==> src/rtl/cmp_pipe.sv <==
// Two-stage pipelined comparator: stage 1 subtracts and captures flags, stage 2 decodes the
// selected compare into s[0]. Valid/ready handshake on both sides, one beat buffered per stage.
module cmp_pipe #(
  parameter int unsigned WIDTH = 32,
  parameter int unsigned OUT_W = 32
) (
  input  logic             clk,
  input  logic             rst_n,
  input  logic             in_valid,
  output logic             in_ready,
  input  logic [WIDTH-1:0] a,
  input  logic [WIDTH-1:0] b,
  input  logic [2:0]       mode,
  output logic             out_valid,
  input  logic             out_ready,
  output logic [OUT_W-1:0] s,
  output logic [2:0]       flags
);

  typedef enum logic [2:0] {
    ModeNeq = 3'b000,
    ModeEq  = 3'b001,
    ModeLt  = 3'b010,
    ModeLtu = 3'b011,
    ModeGez = 3'b100,
    ModeLtz = 3'b101,
    ModeLez = 3'b110,
    ModeGtz = 3'b111
  } mode_e;

  logic             v1_q, v2_q;
  logic             zero1_q, neg1_q, ovf1_q, borrow1_q;
  mode_e            mode1_q;
  logic [OUT_W-1:0] s_q, s_d;
  logic [2:0]       flags_q;

  logic             accept, advance;
  logic [WIDTH-1:0] b_eff, diff;
  logic             ovf_d, borrow_d;
  logic             res;

  assign in_ready  = !v1_q || !v2_q || out_ready;
  assign accept    = in_valid && in_ready;
  assign advance   = v1_q && (!v2_q || out_ready);
  assign out_valid = v2_q;
  assign s         = s_q;
  assign flags     = flags_q;

  // Zero-compare modes (mode[2] set) subtract zero so b is ignored.
  always_comb begin
    b_eff    = mode[2] ? '0 : b;
    diff     = a - b_eff;
    ovf_d    = (a[WIDTH-1] != b_eff[WIDTH-1]) && (diff[WIDTH-1] != a[WIDTH-1]);
    borrow_d = a < b_eff;
  end

  always_comb begin
    res = 1'b0;
    unique case (mode1_q)
      ModeEq:  res = zero1_q;
      ModeNeq: res = !zero1_q;
      ModeLt:  res = neg1_q ^ ovf1_q;
      ModeLtu: res = borrow1_q;
      ModeLez: res = neg1_q | zero1_q;
      ModeLtz: res = neg1_q;
      ModeGtz: res = !neg1_q && !zero1_q;
      ModeGez: res = !neg1_q;
    endcase
    s_d    = '0;
    s_d[0] = res;
  end

  always_ff @(posedge clk or negedge rst_n) begin
    if (!rst_n) begin
      v1_q      <= 1'b0;
      zero1_q   <= 1'b0;
      neg1_q    <= 1'b0;
      ovf1_q    <= 1'b0;
      borrow1_q <= 1'b0;
      mode1_q   <= ModeNeq;
    end else begin
      // A capture while stage 1 is full implies it also advances this cycle.
      v1_q <= accept || (v1_q && !advance);
      if (accept) begin
        zero1_q   <= (diff == '0);
        neg1_q    <= diff[WIDTH-1];
        ovf1_q    <= ovf_d;
        borrow1_q <= borrow_d;
        mode1_q   <= mode_e'(mode);
      end
    end
  end

  always_ff @(posedge clk or negedge rst_n) begin
    if (!rst_n) begin
      v2_q    <= 1'b0;
      s_q     <= '0;
      flags_q <= '0;
    end else begin
      v2_q <= advance || (v2_q && !out_ready);
      if (advance) begin
        s_q     <= s_d;
        flags_q <= {ovf1_q, neg1_q, zero1_q};
      end
    end
  end

endmodule

==> config.mk <==
export PLATFORM = sky130hd
export DESIGN_NAME = cmp_pipe
export DESIGN_NICKNAME = d
export VERILOG_FILES = /design/src/rtl/cmp_pipe.sv
export SDC_FILE = /design/constraint.sdc
export NUM_CORES = 1
export LEC_CHECK = 0
export ABC_CLOCK_PERIOD_IN_PS = 2600
export BUFFER_PORTS_ARGS = -buffer_cell sky130_fd_sc_hd__buf_2
export CAP_MARGIN = 20
export CORE_UTILIZATION = 40
export CTS_CLUSTER_SIZE = 8
export DETAILED_ROUTE_END_ITERATION = 7
export PLACE_DENSITY = 0.75
export SYNTH_ARGS = -nofsm -noshare
export SYNTH_HDL_FRONTEND = slang
export SYNTH_SLANG_ARGS = --single-unit
==> constraint.sdc <==
create_clock -name clk -period 2.6 [get_ports clk]
set_input_delay 0.26 -clock clk [delete_from_list [all_inputs] [get_ports clk]]
set_output_delay 0.26 -clock clk [all_outputs]
set_load 0.05 [all_outputs]
# After elaboration in Yosys (flattened, before gate mapping)
# Cells that the tools add are included.
[op_classes]
mux = 2
n_bitwise = 2
n_eq_ne = 9
n_lt_le_gt_ge = 1
n_reduce_logical = 19
add_sub_neg = 1
[ops]
columns = ["op", "count"]
rows = [
  ["32-bit logical NOT", 1],
  ["32-bit less-than comparator", 1],
  ["32-bit two-way mux", 1],
  ["32-bit subtractor", 1],
  ["3-bit == test, second input constant", 4],
  ["1-bit one-hot mux with 8 select lines", 1],
  ["3-bit by 2-bit == test with 1-bit output, second input constant", 2],
  ["1-bit logical AND", 6],
  ["1-bit logical NOT", 6],
  ["1-bit logical OR", 5],
  ["3-bit by 1-bit == test with 1-bit output, second input constant", 1],
  ["3-bit logical NOT", 1],
  ["1-bit != test", 2],
  ["1-bit OR", 1],
  ["1-bit bitwise XOR", 1],
]
[totals]
ff_bits = 13
word_cells = 43
inputBits = 71
out_inout_bits = 37

# Logic depth before layout (Yosys ltp)
[logic_depth]
word_depth = 6
ltp_mapped = 13
mapped_depth_nobuf = 12

# Worst setup path before layout
# OpenSTA, ideal clock, no wires.
[synth_path]
path_kind = "input to register"
from = "in mode[2]"
to = "reg zero1_q"
arrival_time_ns = 2.760
cell_stages = 12
n_path_buf = 1
setup_ns = 0.104
setup_slack_ns = -0.264
t_required_ns = 2.496
path_cell_list = "clkbuf_1 nand2b_1 ha_1 a21oi_2 a21oi_1 or3_1 a2111o_1 nor4_2 o2111ai_1 a2111oi_2 nand4_1 o41ai_2"
[synth_via]
elab_chain_len = 3
[synth_rtl]
columns = ["element", "line", "source"]
rows = [
  ["start: declaration", "13", "input logic [2:0] mode,"],
  ["32-bit two-way mux", "51", "b_eff = mode[2] ? '0 : b;"],
  ["32-bit subtractor", "52", "diff = a - b_eff;"],
  ["32-bit logical NOT", "85", "zero1_q <= (diff == '0);"],
  ["end signal: assignment", "85", ""],
  ["end: declaration", "32", "logic zero1_q, neg1_q, ovf1_q, borrow1_q;"],
]
# Every way passes these cells.
# A chain may end at the register's enable or synchronous reset.

# Final worst setup path
# Same ends and word-level chain as after synthesis.

==> impl_metrics.yaml <==
final_layout:
  nFillCells: 638
  drive_above_1_share_pct: 46.2
  layout-area-overhead-vs-synth_pct: 53.8
  n_antenna_cell: 0
  nNetsFinal: 708
critical_path:
  slowest_delay_ps: 390
  cp.depth: 12
  crit_required_ps: 2750
  arrival_ps: 2900
  path_cells: "clkbuf_16, nand2b_4, ha_1, nand3b_1, a21oi_1, or3_1, a2111o_1, nor4_2, o2111ai_1, a2111oi_2, nand4_1, o41ai_2"
  cp_slowest_cell: "a2111o_1"
  cp-end-kind: "flip-flop"
  critPathTopFamily: "compound AO/OA/AOI/OAI gates"
  reg2reg_depth: 9
  critPathBufInv: 1
  critPathKind: "input port to flip-flop"
  crit_path_max_fanout: 6
  cp-start-kind: "input port"
sta:
  worst_slew_pin_slew_ps: 492
  slew_violations: 0
  fin_skew_ps: 3.67
  setup_viol: 3
  max_freq_mhz: 363
  tns_ps: -280
  finalHoldViolations: 0
  finalCritPeriodShare_pct: 106
  layout_setup_ws_ps: -154
  rsz0062_at_grt: "true"
  finalCriticalPeriod_ps: 2750
  max-slew-margin-rel_pct: 66.7
power_and_ir_drop:
  p_total_mw: 1.77
  power.density_nw_per_um2: 364
  seq_power_share_pct: 15.1
  max-vdd-ir-drop_mv: 0.183
  intPower_uw: 958
  p_sw_share_pct: 45.8
  leakage_nw: 2.27
  p_switching_uw: 809
  comb_power_share_pct: 74.7
  p_clk_share_pct: 10.2
clock_network:
  clkLatencyLatePin_ps: 250
  cts_buffers: 3
  clock_path_buffers: 2
  cts_tree: "built"
  cts-htree-levels: 1
  cts_root_buffer: "clkbuf_8"
  cts.sinks: 13
  path_clk_slew_ps: 50
drt:
  first_pass_iters: 5
  drtAntennaViolNets: 0
  vias_per_cell: 5.33
  wl_per_cell_um: 14.4
  drt-total-wl_um: 10100
  drc_errors: 0
  first_iter_violations: 187
  vias: 3728
grt:
  first_global_vias: 3548
  overflow: 0
  grt_pass1_wl_um: 16300
  antenna_found_initial: 0
  grt_max_degree: 14
  grt_use_total_pct: 24.0
placement:
  place_congestion: 0.904
  place_hpwl_um: 7880
  dp_slack_ps: -775
  port_buffers: 76
yosys:
  yosysUniqueCellTypes: 69
  syn_inst: 412
  synthFlopType: "dfrtp_1"
  synthMostInstantiatedCell: "nand2b_1"
  synth_commonest_cells: "nand2b_1, buf_4, ha_1, nand2_1, a21oi_1"
  yosys-top-cells-area: "ha_1, dfrtp_1, buf_4"
  synth_edf_count: 0
  synth.ff_latch_count: 13
  ys.warnings.count: 0
  synthesis.area_um2: 3150
  synth_top_area_cell: "ha_1"
  synthArstFlopShare_pct: 100
  avgSynthCellArea_um2: 7.65
  seq_area_frac_synth_pct: 10.3
  synth_top_area_share_pct: 13.9
die:
  dieArea_um2: 8240
  die_h_um: 90.8
  core-area_um2: 7450
  ios: 108
  initial_utilization_pct: 42.3
  rows: 31
  die_x_um: 90.8
worst_hold_path:
  hold_depth: 2
  hold_path_class: "input port to flip-flop"
outcome:
  violations: "setup timing"
  outcome: "finished, violations left"
job:
  max_cap_viol_count: 0
## placed cells by master, fill, tap and decap left out, types with 3 or more instances in the layout
| master | synthesis | routed |
|---|---|---|
| a21o_1 | 16 | 15 |
| nor2_1 | 12 | 12 |
| buf_2 | 0 | 75 |
| dfrtp_1 | 13 | 13 |
| nand3b_1 | 4 | 4 |
| clkbuf_8 | 0 | 3 |
| conb_1 | 1 | 31 |
| ha_2 | 0 | 3 |
| o2111ai_1 | 6 | 5 |
| nand2b_4 | 0 | 5 |
| nor3_1 | 9 | 8 |
| o211ai_1 | 6 | 6 |
| o31ai_1 | 4 | 4 |
| nand4_1 | 5 | 5 |
| o21ai_0 | 18 | 14 |
| ha_4 | 0 | 10 |
| o21ai_2 | 1 | 3 |
| nand2b_1 | 37 | 32 |
| xnor2_1 | 9 | 9 |
| nand2_1 | 35 | 35 |
| a31oi_1 | 6 | 5 |
| buf_4 | 35 | 120 |
| mux2_2 | 7 | 6 |
| or3_1 | 5 | 5 |
| xor2_1 | 7 | 6 |
| o31a_1 | 4 | 4 |
| a21oi_1 | 31 | 23 |
| a21oi_2 | 3 | 11 |
| nor4_2 | 1 | 3 |
| o21ai_1 | 5 | 7 |
| ha_1 | 35 | 22 |
| a211oi_1 | 4 | 3 |
| and3_1 | 4 | 4 |
| mux2i_1 | 3 | 3 |
| inv_1 | 11 | 11 |
| nand3_1 | 10 | 9 |
## routing by layer
metal  part of all wire [%]  global-route usage [%]
met5                      0                       0
met2                     50                    43.5
met1                     45                    30.8
met3                    5.3                    2.95
met4                   0.66                    3.23
## worst register-to-register path: stages, from the launching register on
cell and delay, ps:
dfrtp_1 380, nand3b_1 150, nand2_2 90, nor4_2 280, o2111ai_1 160, nor4_2 250, o2111ai_1 180, a2111oi_2 230
nand4_1 160, o41ai_2 210
## final timing paths
check	startpoint	end	slack (ps)
hold / removal	in_valid	v1_q$_DFF_PN0_	230
min in group asynchronous	rst_n	ovf1_q$_DFFE_PN0P_	430
hold reg to reg	borrow1_q$_DFFE_PN0P_	borrow1_q$_DFFE_PN0P_	490
setup reg to reg	v1_q$_DFF_PN0_	zero1_q$_DFFE_PN0P_	410
max in group asynchronous	rst_n	out_valid$_DFF_PN0_	1940
setup / recovery	mode[2]	zero1_q$_DFFE_PN0P_	-150
## sequential cells by signal, indices dropped and copies added, names as in the netlist
| register | cells |
|---|---|
| out_valid | 1 |
| mode1_q | 3 |
| ovf1_q | 1 |
| zero1_q | 1 |
| neg1_q | 1 |
| flags | 3 |
| s | 1 |
| v1_q | 1 |
| borrow1_q | 1 |
## cell type report
cell class / instances / area [µm²] / area share [%]
clock buffer: 4 / 45.0 / 0.930
tap: 99 / 124 / 2.56
sequential: 13 / 325 / 6.71
multi-input combinational: 372 / 2930 / 60.5
inverter: 11 / 41.3 / 0.852
timing repair buffer: 200 / 1380 / 28.5
## power groups by stage
stage	sequential [mW]	combinational [mW]	clock, mW
final	0.267	1.32	0.180
after CTS	0.267	1.26	0.184
after global placement	0.267	1.17	0
after detailed placement	0.271	1.19	0
after global routing	0.272	1.43	0.194
after floorplan	0.327	0.727	0
## timing repair
action	4_1_cts	5_1_grt
hold buffers	1	0
pin swaps	15	16
buffers inserted	3	4
endpoints found under the hold margin	13	0
cloned	1	1
setup endpoints to repair	4	4
resized for setup	31	22
## per-stage QoR
stage                     hold WS, ps  util [%]  instances  area [µm²]
after floorplan                 -35.6         -        442        3390
after global placement            154      59.5        685        4430
after detailed placement          158      59.5        685        4430
after CTS                         234      63.2        694        4710
after global routing              234      65.1        699        4850
final                             234      65.1        699        4850
## cell families after synthesis
group           share of synthesized area (%)
xor+xnor                                 4.45
simple gates                             24.9
compound gates                           30.5
other cells                             0.119
fa+ha+maj                                14.5
flops                                    10.3
buf+inv                                  11.7
mux                                      3.46
No activity file was read; power rests on OpenSTA's default activity.
